<file path="config.mk">
export PLATFORM = sky130hd
export DESIGN_NAME = collision_scanner_flat
export DESIGN_NICKNAME = d
export VERILOG_FILES = /design/src/rtl/collision_scanner_if.sv /design/src/rtl/collision_scanner.sv /design/src/flat_wrapper.sv
export SDC_FILE = /design/constraint.sdc
export NUM_CORES = 1
export LEC_CHECK = 0
export ABC_AREA = 1
export CAP_MARGIN = 10
export CORE_ASPECT_RATIO = 1.4
export CORE_MARGIN = 4
export CORE_UTILIZATION = 45
export DETAILED_ROUTE_END_ITERATION = 7
export HOLD_SLACK_MARGIN = 0.12
export PLACE_DENSITY_LB_ADDON = 0.12
export SYNTH_ARGS = -nofsm -noshare
export SYNTH_HDL_FRONTEND = slang
export SYNTH_SLANG_ARGS = --single-unit
</file>
<file path="constraint.sdc">
create_clock -name clk -period 3.4 [get_ports clk]
set_input_delay 0.51 -clock clk [delete_from_list [all_inputs] [get_ports clk]]
set_output_delay 0.51 -clock clk [all_outputs]
set_load 0.01 [all_outputs]
</file>
<file path="src/rtl/collision_scanner_if.sv">
// Frame snapshot inputs and collision verdict outputs between position generators and game logic.
// Registered outputs only; no backpressure (frame_tick is a fire-and-forget pulse).
interface collision_scanner_if #(
    parameter int N_TUBES = 3,
    parameter int W       = 10
);
    localparam int IW = (N_TUBES > 1) ? $clog2(N_TUBES) : 1;

    logic                 frame_tick;
    logic                 restart;
    logic [W-1:0]         bird_y;
    logic [N_TUBES*W-1:0] tube_x;
    logic [N_TUBES*W-1:0] tube_y;
    logic                 busy;
    logic                 scan_done;
    logic                 game_end;
    logic [IW-1:0]        hit_idx;
    logic [1:0]           hit_cause;

    modport master (
        output frame_tick, restart, bird_y, tube_x, tube_y,
        input  busy, scan_done, game_end, hit_idx, hit_cause
    );

    modport slave (
        input  frame_tick, restart, bird_y, tube_x, tube_y,
        output busy, scan_done, game_end, hit_idx, hit_cause
    );
endinterface

</file>
<file path="src/rtl/collision_scanner.sv">
// Time-multiplexed bird/tube/ceiling/floor collision check, one tube per clock, sticky game_end.
// Latency N_TUBES+1 cycles tick-to-scan_done; ticks while busy or game over are dropped, not queued.
module collision_scanner #(
    parameter int N_TUBES     = 3,
    parameter int W           = 10,
    parameter int BIRD_X      = 364,
    parameter int BIRD_HALF   = 15,
    parameter int TUBE_HALF_W = 30,
    parameter int GAP_HALF    = 30,
    parameter int Y_MAX       = 479
) (
    input logic               clk,
    input logic               clr_n,
    collision_scanner_if.slave bus
);
    localparam int IW = (N_TUBES > 1) ? $clog2(N_TUBES) : 1;
    localparam int XW = W + 2;

    localparam logic [XW-1:0] BH      = XW'(BIRD_HALF);
    localparam logic [XW-1:0] GH      = XW'(GAP_HALF);
    localparam logic [XW-1:0] YM      = XW'(Y_MAX);
    localparam logic [XW-1:0] BX      = XW'(BIRD_X);
    localparam logic [XW-1:0] X_REACH = XW'(BIRD_HALF + TUBE_HALF_W);
    localparam logic [XW-1:0] X_HI    = XW'(BIRD_X + BIRD_HALF + TUBE_HALF_W);
    localparam logic [IW-1:0] LAST    = IW'(N_TUBES - 1);

    typedef enum logic [1:0] {IDLE, SCAN, DONE, OVER} state_t;

    state_t               state_q, state_d;
    logic [W-1:0]         by_q, by_d;
    logic [N_TUBES*W-1:0] tx_q, tx_d, ty_q, ty_d;
    logic [IW-1:0]        idx_q, idx_d, pend_idx_q, pend_idx_d;
    logic                 tube_acc_q, tube_acc_d;
    logic                 ceil_q, ceil_d, floor_q, floor_d;
    logic                 busy_q, busy_d, scan_done_q, scan_done_d, game_end_q, game_end_d;
    logic [IW-1:0]        hit_idx_q, hit_idx_d;
    logic [1:0]           hit_cause_q, hit_cause_d;

    logic [XW-1:0] tx_w, ty_w, by_w;
    logic          x_ovl, y_out, tube_hit, ceil_hit, floor_hit;

    // Widened, subtraction-free compares so coordinates near zero never wrap.
    always_comb begin
        tx_w      = {2'b00, tx_q[idx_q*W +: W]};
        ty_w      = {2'b00, ty_q[idx_q*W +: W]};
        by_w      = {2'b00, by_q};
        x_ovl     = (X_HI >= tx_w) && (tx_w + X_REACH >= BX);
        y_out     = (by_w + BH >= ty_w + GH) || (by_w + GH <= ty_w + BH);
        tube_hit  = x_ovl && y_out;
        ceil_hit  = by_w < BH;
        floor_hit = by_w + BH > YM;
    end

    always_comb begin
        state_d     = state_q;
        by_d        = by_q;
        tx_d        = tx_q;
        ty_d        = ty_q;
        idx_d       = idx_q;
        pend_idx_d  = pend_idx_q;
        tube_acc_d  = tube_acc_q;
        ceil_d      = ceil_q;
        floor_d     = floor_q;
        busy_d      = busy_q;
        scan_done_d = 1'b0;
        game_end_d  = game_end_q;
        hit_idx_d   = hit_idx_q;
        hit_cause_d = hit_cause_q;

        if (bus.restart) begin
            state_d     = IDLE;
            busy_d      = 1'b0;
            game_end_d  = 1'b0;
            hit_idx_d   = '0;
            hit_cause_d = 2'b00;
        end else begin
            case (state_q)
                IDLE: begin
                    if (bus.frame_tick) begin
                        by_d       = bus.bird_y;
                        tx_d       = bus.tube_x;
                        ty_d       = bus.tube_y;
                        idx_d      = '0;
                        pend_idx_d = '0;
                        tube_acc_d = 1'b0;
                        ceil_d     = 1'b0;
                        floor_d    = 1'b0;
                        busy_d     = 1'b1;
                        state_d    = SCAN;
                    end
                end
                SCAN: begin
                    if (tube_hit && !tube_acc_q) begin
                        pend_idx_d = idx_q;
                    end
                    tube_acc_d = tube_acc_q | tube_hit;
                    if (idx_q == '0) begin
                        ceil_d  = ceil_hit;
                        floor_d = floor_hit;
                    end
                    if (idx_q == LAST) begin
                        state_d = DONE;
                    end else begin
                        idx_d = idx_q + 1'b1;
                    end
                end
                DONE: begin
                    scan_done_d = 1'b1;
                    busy_d      = 1'b0;
                    state_d     = IDLE;
                    if (ceil_q || floor_q || tube_acc_q) begin
                        game_end_d = 1'b1;
                        state_d    = OVER;
                        if (ceil_q) begin
                            hit_cause_d = 2'b10;
                            hit_idx_d   = '0;
                        end else if (floor_q) begin
                            hit_cause_d = 2'b11;
                            hit_idx_d   = '0;
                        end else begin
                            hit_cause_d = 2'b01;
                            hit_idx_d   = pend_idx_q;
                        end
                    end
                end
                default: ;
            endcase
        end
    end

    always_ff @(posedge clk or negedge clr_n) begin
        if (!clr_n) begin
            state_q     <= IDLE;
            by_q        <= '0;
            tx_q        <= '0;
            ty_q        <= '0;
            idx_q       <= '0;
            pend_idx_q  <= '0;
            tube_acc_q  <= 1'b0;
            ceil_q      <= 1'b0;
            floor_q     <= 1'b0;
            busy_q      <= 1'b0;
            scan_done_q <= 1'b0;
            game_end_q  <= 1'b0;
            hit_idx_q   <= '0;
            hit_cause_q <= 2'b00;
        end else begin
            state_q     <= state_d;
            by_q        <= by_d;
            tx_q        <= tx_d;
            ty_q        <= ty_d;
            idx_q       <= idx_d;
            pend_idx_q  <= pend_idx_d;
            tube_acc_q  <= tube_acc_d;
            ceil_q      <= ceil_d;
            floor_q     <= floor_d;
            busy_q      <= busy_d;
            scan_done_q <= scan_done_d;
            game_end_q  <= game_end_d;
            hit_idx_q   <= hit_idx_d;
            hit_cause_q <= hit_cause_d;
        end
    end

    assign bus.busy      = busy_q;
    assign bus.scan_done = scan_done_q;
    assign bus.game_end  = game_end_q;
    assign bus.hit_idx   = hit_idx_q;
    assign bus.hit_cause = hit_cause_q;
endmodule

</file>
<file path="src/flat_wrapper.sv">
// flat-port wrapper written by rule: the top's interface ports become plain ports
module collision_scanner_flat 
#(
    parameter int N_TUBES     = 3,
    parameter int W           = 10,
    parameter int BIRD_X      = 364,
    parameter int BIRD_HALF   = 15,
    parameter int TUBE_HALF_W = 30,
    parameter int GAP_HALF    = 30,
    parameter int Y_MAX       = 479
)
  (clk, clr_n, bus_frame_tick, bus_restart, bus_bird_y, bus_tube_x, bus_tube_y, bus_busy, bus_scan_done, bus_game_end, bus_hit_idx, bus_hit_cause);
  collision_scanner_if #(.N_TUBES(N_TUBES), .W(W)) bus_i ();
  input logic clk;
  input logic clr_n;
  input wire logic [$bits(bus_i.frame_tick)-1:0] bus_frame_tick;
  input wire logic [$bits(bus_i.restart)-1:0] bus_restart;
  input wire logic [$bits(bus_i.bird_y)-1:0] bus_bird_y;
  input wire logic [$bits(bus_i.tube_x)-1:0] bus_tube_x;
  input wire logic [$bits(bus_i.tube_y)-1:0] bus_tube_y;
  output wire logic [$bits(bus_i.busy)-1:0] bus_busy;
  output wire logic [$bits(bus_i.scan_done)-1:0] bus_scan_done;
  output wire logic [$bits(bus_i.game_end)-1:0] bus_game_end;
  output wire logic [$bits(bus_i.hit_idx)-1:0] bus_hit_idx;
  output wire logic [$bits(bus_i.hit_cause)-1:0] bus_hit_cause;
  assign bus_i.frame_tick = bus_frame_tick;
  assign bus_i.restart = bus_restart;
  assign bus_i.bird_y = bus_bird_y;
  assign bus_i.tube_x = bus_tube_x;
  assign bus_i.tube_y = bus_tube_y;
  assign bus_busy = bus_i.busy;
  assign bus_scan_done = bus_i.scan_done;
  assign bus_game_end = bus_i.game_end;
  assign bus_hit_idx = bus_i.hit_idx;
  assign bus_hit_cause = bus_i.hit_cause;
  collision_scanner #(.N_TUBES(N_TUBES), .W(W), .BIRD_X(BIRD_X), .BIRD_HALF(BIRD_HALF), .TUBE_HALF_W(TUBE_HALF_W), .GAP_HALF(GAP_HALF), .Y_MAX(Y_MAX)) u_core (.clk(clk), .clr_n(clr_n), .bus(bus_i));
endmodule
</file>
Word level (Yosys, flattened, before mapping) --
Index checks and enable logic that the tools add are counted.
Storage, ports and cells: bits in registers 86, bits of input ports 74, output and inout bits 7, word-level logic and storage cells 96
Operators by class: $add $sub $neg 6, multiply operators 1, magnitude comparators 6, equality and inequality tests 9, shifts and indexed selects 2, mux-type cells 34, bitwise logic cells 2, reduce and logical (&&, ||, !) cells 22
Operators with widths (count):
- 30-bit by 7-bit indexed part select with 10-bit output | 2
- 2-bit 2-to-1 mux | 17
- 10-bit by 4-bit adder with 11-bit output, second input constant | 2
- 10-bit by 5-bit adder with 11-bit output, second input constant | 2
- 12-bit greater-or-equal comparator | 1
- 12-bit by 9-bit greater-or-equal comparator with 1-bit output, second input constant | 1
- 12-bit by 9-bit > comparator with 1-bit output, second input constant | 1
- 12-bit <= comparator | 1
- 4-bit AND reduction | 3
- 10-bit by 6-bit adder with 11-bit output, second input constant | 1
- 9-bit by 10-bit greater-or-equal comparator with 1-bit output, first input constant | 1
- 10-bit by 4-bit less-than comparator with 1-bit output, second input constant | 1
- 1-bit 2-to-1 mux | 10
- 3-bit AND reduction | 3
- 1-bit one-hot mux with 2 select lines | 4
- 2-bit one-hot mux with 2 select lines | 2
- 2-bit one-hot mux with 3 select lines | 1
- 2-bit nonzero test | 3
- 2-bit by 3-bit multiplier with 5-bit output, second input constant | 1
- 2-bit == test, second input constant | 2
- 2-bit zero test | 2
- 2-bit by 1-bit inequality test with 1-bit output, second input constant | 2
- 2-bit inequality test, second input constant | 2
- 2-bit AND reduction | 2
- 11 further kinds | 15

Depth between registers and ports, before layout --
Gate-level depths: netlist of the first run.
depth after elaboration 9, gate-level depth with buffers 27, mapped depth without buffers 26

Least setup slack after synthesis of the first run --
OpenSTA, ideal clock, no wires.
kind reg-to-reg, from reg u_core.idx_q[0], to reg u_core.tube_acc_q, setup time 123 ps, arrival time 2784 ps, data required time 3277 ps, setup slack 493 ps, stages on the path, launching flop included 26, path buffers 1, clock period less this slack 2907 ps, cell sequence dfrtp_1 > buf_6 > inv_8 > nand2_8 > inv_6 > nand2_1 > nand2_1 > inv_1 > ha_1 > inv_1 > nor2_1 > a21oi_1 > nand3_1 > xor2_1 > ha_1 > nand2_1 > nor2_1 > nand2_1 > a21oi_1 > nor2_1 > nor2_1 > nand2_1 > inv_1 > nor2_4 > nor2_1 > nor2_1
Between the ends: longest elaborated chain between the ends 8, elaborated cells on any way between the ends 15, those cells by class add/sub (3); mul (1); order compare (4); shift (2); mux (1); bitwise (1); reduce/logical (3)
Ends and longest elaborated chain:
- start: declaration | line collision_scanner.sv:32 | logic [IW-1:0] idx_q, idx_d, pend_idx_q, pend_idx_d;
- start signal: assignment | line collision_scanner.sv:152 | idx_q <= idx_d;
- 2-bit by 3-bit multiplier with 5-bit output (*) | line collision_scanner.sv:44, collision_scanner.sv:45
- 30-bit by 7-bit indexed part select with 10-bit output (on tied branches) | line collision_scanner.sv:44, collision_scanner.sv:45
- 10-bit by 6-bit adder with 11-bit output (tied with other cells) | line collision_scanner.sv:47 | x_ovl = (X_HI >= tx_w) && (tx_w + X_REACH >= BX);
- 12-bit by 9-bit greater-or-equal comparator with 1-bit output (tied with other cells) | line collision_scanner.sv:47
- 1-bit logical AND or 1-bit logical OR (tied branches) | line collision_scanner.sv:47, collision_scanner.sv:48
- 1-bit logical AND (*) | line collision_scanner.sv:49 | tube_hit = x_ovl && y_out;
- 1-bit bitwise OR (*) | line collision_scanner.sv:96 | tube_acc_d = tube_acc_q | tube_hit;
- 1-bit one-hot mux with 2 select lines (*) | line collision_scanner.sv:77 | case (state_q)
- end signal: assignment | line collision_scanner.sv:154 | tube_acc_q <= tube_acc_d;
- end: declaration | line collision_scanner.sv:33 | logic tube_acc_q, tube_acc_d;
Mark *: on every way between the ends. The rest lies on a longest branch, timed or not. A chain may end at the register's enable or synchronous reset.

Worst setup path after layout of the first run --
Same ends and word-level chain as after synthesis.

==> results of run 1 <==
state kept, by name, summed over array words and instances, names as in the netlist:
| signal | flops |
|---|---|
| u_core.bus.game_end | 1 |
| u_core.idx_q | 2 |
| u_core.bus.hit_idx | 2 |
| u_core.ceil_q | 1 |
| u_core.tx_q | 30 |
| u_core.bus.busy | 1 |
| u_core.tube_acc_q | 1 |
| u_core.floor_q | 1 |
| u_core.ty_q | 30 |
| u_core.bus.hit_cause | 2 |
| u_core.pend_idx_q | 2 |
| u_core.state_q | 2 |
| u_core.by_q | 10 |
| u_core.bus.scan_done | 1 |
metal layers:
metal | share of wire | wire length [um] | up-vias
li1 | - | - | 2366
met1 | 0.43 | 5556 | 2110
met2 | 0.52 | 6707 | 71
met3 | 0.031 | 400 | 12
met4 | 0.015 | 193 | 0
met5 | 0 | 0 | -
how the worst max path moves through the flow:
stage,to,cells past startpoint
after floorplan,u_core.tube_acc_q,25
after global placement,u_core.tube_acc_q,19
after detailed placement,u_core.tube_acc_q,20
after CTS,u_core.tube_acc_q,20
after global routing,u_core.tube_acc_q,23
final,u_core.tube_acc_q,21
synthesized netlist by cell type, drive strengths merged, types with 5 or more instances:
library cell,n
nand2,282
dfrtp,86
inv,86
nor2,43
o21ai,41
ha,34
nand3,28
xor2,24
a21oi,14
buf,12
clkbuf,11
nor3,8
o211ai,5
or2,5
kinds of logic (layout without fill, tap and decap cells):
logic type	after synthesis	after routing	synth area share
and+or+nand+nor	374	374	0.2914
buffers and inverters	109	201	0.09197
DFF	86	86	0.4036
AOI/OAI and AO/OA	73	73	0.09057
adders and majority gates	34	34	0.07978
xor gates and xnor gates	26	26	0.04270
cell type report:
class | count | share of cell area
inverters | 86 | 0.05094
clock buffers | 9 | 0.03371
repair buffers | 100 | 0.1440
well taps | 144 | 0.02697
clock inverters | 6 | 0.01423
flip-flops and latches | 86 | 0.3223
multi-input cells | 507 | 0.4079
metrics by stage:
step	utilization	instance area [um2]
2_1_floorplan	-	5333
4_1_cts	0.5767	6605
5_1_grt	0.5834	6681
3_5_place_dp	0.5487	6285
6_report	0.5834	6681
3_3_place_gp	0.5487	6285
worst register-to-register path, cell delays in order, from the launching register on:
cell and delay [ps]:
dfrtp_2 480, or2_2 350, a32oi_4 270, buf_4 160
ha_1 190, nand2_1 120, nand3_2 110, inv_2 40
nand3_1 70, xor2_1 70, ha_1 290, nand2_1 50
nor2_1 160, nand2_1 80, a21oi_1 110, nor2_1 60
nor2_1 120, nand2_1 90, inv_1 100, nor2_4 50
nor2_1 80, nor2_1 50
timing repair:
item | CTS | global route
setup endpoints to repair | 0 | 3
gates resized for setup | 0 | 9
buffers inserted | 0 | 6
power by group through the flow:
stage / logic, W / clock network, W / registers (W)
after floorplan: 0.00344 / 0 / 0.00170
after global placement: 0.00432 / 0 / 0.00180
after detailed placement: 0.00448 / 0 / 0.00182
after CTS: 0.00452 / 0.00110 / 0.00180
after global routing: 0.00528 / 0.00114 / 0.00185
final: 0.00464 / 0.00108 / 0.00180
==> results.tsv, run 1 <==
metric	value	unit
outcome	completed	
FILL cells	1034	
largest net degree at the start of global routing	99	
Int Pwr	0.003963	W
busiest grt layer	met2	
post-synth cell types	46	
Synth top area share	0.4036	
post-synthesis async set-or-reset flop share	1.000	
reg2reg end	u_core.tube_acc_q	
Hold Crit Class	input port to asynchronous set/reset pin	
worst reg2reg path depth	21	
Vias	4559	
fin crit share	0.9455	
Ports	81	
max frequency	311.1	MHz
cells along the critical path	or2_2 > a32oi_4 > buf_4 > ha_1 > nand2_1 > nand3_2 > inv_2 > nand3_1 > xor2_1 > ha_1 > nand2_1 > nor2_1 > nand2_1 > a21oi_1 > nor2_1 > nor2_1 > nand2_1 > inv_1 > nor2_4 > nor2_1 > nor2_1	
mapped cell area	5333	um2
drt first pass iters	4	
Critical Path RT	3620	ps
Comb pwr share	0.617	
Yosys warnings	0	
CP bufs+invs	3	
Max-slew headroom	0.4241	
Syn Inst Count	702	
register area	2153	um2
setup tns final	0	ps
hold buffer count at cts	0	
Final WS setup	185.2	ps
HPWL Detailed	9.736	mm
flop2flop setup slack	190	ps
clk sinks	86	
Synthesized Nets	810	
Overflow after GRT	0	
M3 GR Usage	0.02601	
Tightest Pin Transition	863.8	ps
Flop pwr share	0.239	
Antenna Nets Post-Route	0	
Hold WS	276.3	ps
Syn-to-layout area delta	25.29	%
GRT Resource Usage Total	0.1929	
clock skew	5.714	ps
Syn Area/Cell	7.596	um2
dpl ws	64.88	ps
die area	13680	um2
Final Hold Fails	0	
number of flops mapped to enable cells by yosys	0	
Final setup viols	0	
deepest clock path buffer count	2	
clock root buffer	clkbuf_16	
Setup crit end kind	register	
GPL Wtd Cong	0.8806	
vias per cell	4.860	
Die W	100	um
Clk Latency, worst-skew pair	340	ps
most common cell after layout, fill and taps aside	nand2_1	
CP most frequent cell	nor2_1	
H-tree levels	3	
area taken by multi-input logic gates	2725	um2
n_diodes	0	
Post-Layout Cell Count	938	
first-pass GRT wire length	20.96	mm
Seq/Total Area, Yosys	0.4036	
flops & latches, synth	86	
Arr. time, crit path	3440	ps
leakage power total	3.358	nW
GR Util met1	0.2366	
Max Cap Viol	0	
Reg clk slew, reported paths	70	ps
largest incremental delay on the critical path	480	ps
# DRC	0	
crit path from	u_core.idx_q[0]	
clock share of power	0.144	
PwrDens	1125	nW/um2
synth top area cells	dfrtp_1 (40%), nand2_1 (20%), ha_1 (8.0%)	
post-synth top area cell	dfrtp_1	
1st-iter DRT viols	197	
Switch Pwr	0.003555	W
Max IR drop VDD	0.4486	mV
CTS buffer count	9	
critical path class	register to register	
kind of start point of the critical path	register	
placed instance count	917	
initial antenna violation count	0	
Nets	898	
reg-to-reg startpoint	u_core.idx_q[0]	
slowest cell on the critical path	dfrtp_2	
min cycle time layout	3215	ps
total power	0.007518	W
Max FO, Critical Path	6	
Die Ht	136.8	um
Core ar.	11450	um2
max-slew violation count	0	
largest delay contributor family on the critical path	simple AND/OR/NAND/NOR gates	
Rows	46	
number of global-route vias before repair	4513	
port buffer count	80	
total routed wirelength	12.86	mm
GRT met2 Usage	0.3497	
Initial Util	0.4656	
ys flop type	dfrtp_1	
CTS tree	yes	
commonest cells after routing, fill and taps aside	nand2_1 (277), dfrtp_1 (85), inv_1 (79), clkdlybuf4s50_1 (79), o21ai_0 (39)	
Sw Share	0.4729	
layout cells sized above 1	0.09320	
WL/cell	13.71	um
Power figures use the tool's default switching activity.
==> run 2: changes to the inputs <==
CORE_ASPECT_RATIO = 2   (was 1.4)
==> results.tsv, run 2 (same netlist as run 1, synthesis figures left out) <==
metric	value	unit	change
die area	13760	um2	+0.59%
Max-slew headroom	0.3370		-0.08710
biggest regs	u_core.tx_q (30), u_core.ty_q (30), u_core.by_q (10)		
Final Hold Fails	0		unchanged
CTS tree	yes		
Switch Pwr	0.003607	W	+1.4%
Sw Share	0.4817		+0.008832
kind of start point of the critical path	register		
fin crit share	0.9332		-0.01230
Final setup viols	0		unchanged
HPWL Detailed	10.73	mm	+10%
WL/cell	14.49	um	+5.7%
Flop pwr share	0.243		+0.004
Max IR drop VDD	0.5287	mV	+18%
drt first pass iters	6		+2
Vias	4635		+1.7%
total power	0.007486	W	-0.42%
max frequency	315.2	MHz	+1.3%
first-pass GRT wire length	22.91	mm	+9.3%
Syn-to-layout area delta	24.52	%	
Clk Latency, worst-skew pair	350	ps	about the same
Antenna Nets Post-Route	0		unchanged
Comb pwr share	0.616		about the same
initial antenna violation count	0		unchanged
CTS buffer count	9		unchanged
port buffer count	80		unchanged
Initial Util	0.4557		-0.009857
layout cells sized above 1	0.09320		unchanged
Hold Crit Class	input port to asynchronous set/reset pin		
n_diodes	0		unchanged
Int Pwr	0.003880	W	-2.1%
largest net degree at the start of global routing	99		unchanged
Die Ht	162.0	um	+18%
Critical Path RT	3680	ps	+60 ps
critical path class	register to register		
Arr. time, crit path	3450	ps	about the same
Die W	84.98	um	-15%
Tightest Pin Transition	969.4	ps	+105.6 ps
Max Cap Viol	0		unchanged
clock skew	8.316	ps	+2.603 ps
# DRC	0		unchanged
GPL Wtd Cong	0.8657		-1.7%
Max FO, Critical Path	6		unchanged
total routed wirelength	13.60	mm	+5.8%
1st-iter DRT viols	167		-15%
hold buffer count at cts	0		unchanged
GRT Resource Usage Total	0.2092		+0.01631
PwrDens	1127	nW/um2	+0.19%
leakage power total	3.351	nW	-0.23%
Post-Layout Cell Count	939		+0.11%
placed instance count	920		+0.33%
Setup crit end kind	register		
outcome	completed		
Core ar.	11700	um2	+2.2%
min cycle time layout	3173	ps	-41.82 ps
commonest cells after routing, fill and taps aside	nand2_1 (278), dfrtp_1 (84), inv_1 (79), clkdlybuf4s50_1 (79), o21ai_0 (39)		
clock root buffer	clkbuf_16		
Ports	81		unchanged
Reg clk slew, reported paths	70	ps	about the same
number of global-route vias before repair	4936		+9.4%
Nets	897		-0.11%
most common cell after layout, fill and taps aside	nand2_1		
clk sinks	86		unchanged
vias per cell	4.936		+1.6%
flop2flop setup slack	230	ps	+40 ps
H-tree levels	3		unchanged
Overflow after GRT	0		unchanged
max-slew violation count	0		unchanged
Rows	56		+22%
clock share of power	0.141		-0.003
deepest clock path buffer count	2		unchanged
==> run 2: critical path, cell delays in order (launching register included) <==
cell,delay (ps)
dfrtp_2,480
or2_2,340
a32oi_4,200
ha_2,230
inv_1,50
nor2_2,170
nand2_1,120
nand3_2,110
nor2_2,40
xor2_1,160
ha_1,320
nand3_1,110
nor3_2,110
nand2_1,60
nand3_1,80
nor2_1,50
nand2_1,80
inv_1,70
nor2_4,130
nand4_1,110
nand2_1,100
==> run 2: worst paths after layout <==
check	startpoint	end	cells after the start
max	u_core.idx_q[0]	u_core.pend_idx_q[1]	20
min in group clk	u_core.ty_q[9]	u_core.ty_q[9]	2
max in group asynchronous	clr_n	u_core.by_q[0]	2
min	clr_n	u_core.tx_q[7]	1
max reg2reg	u_core.idx_q[0]	u_core.pend_idx_q[1]	20
min reg2reg	u_core.ty_q[9]	u_core.ty_q[9]	2
==> run 2: repair_timing <==
| action | in CTS | in global routing |
|---|---|---|
| setup endpoints to repair | 0 | 3 |
| gates resized for setup | 0 | 6 |
| buffers inserted | 0 | 3 |
==> run 2: power by group through the flow <==
stage | clock network (W) | registers (W) | logic [W]
2_1_floorplan | 0 | 0.00170 | 0.00344
3_3_place_gp | 0 | 0.00182 | 0.00446
3_5_place_dp | 0 | 0.00184 | 0.00458
4_1_cts | 0.00107 | 0.00182 | 0.00461
5_1_grt | 0.00112 | 0.00186 | 0.00540
6_report | 0.00106 | 0.00182 | 0.00461
==> run 2: layout make-up <==
class,count,area (um2)
Fill cell,1139,5061
Multi-Input combinational cell,507,2710
Sequential cell,86,2155
Timing Repair Buffer,99,938.4
Inverter,86,340.3
Clock buffer,10,239.0
Tap cell,145,181.4
Clock inverter,6,76.32
==> run 2: metrics by stage <==
step / setup TNS [ps] / area, um2 / hold slack, ps / utilization / worst slack, ps
5_1_grt: -5.450 / 6640 / 304.7 / 0.5675 / -5.450
3_3_place_gp: 0 / 6289 / 452.6 / 0.5374 / 280.8
3_5_place_dp: 0 / 6289 / 452.1 / 0.5374 / 96.51
6_report: 0 / 6640 / 234.7 / 0.5675 / 227.0
4_1_cts: 0 / 6604 / 267.2 / 0.5644 / 62.98
2_1_floorplan: 0 / 5333 / 214.4 / - / 492.8
==> run 2: routing by layer <==
layer | up-vias | share of wire | global-route usage
li1 | 2362 | - | -
met1 | 2158 | 0.37 | 0.2162
met2 | 88 | 0.56 | 0.4040
met3 | 27 | 0.027 | 0.02589
met4 | 0 | 0.037 | 0.09726
met5 | - | 0 | 0
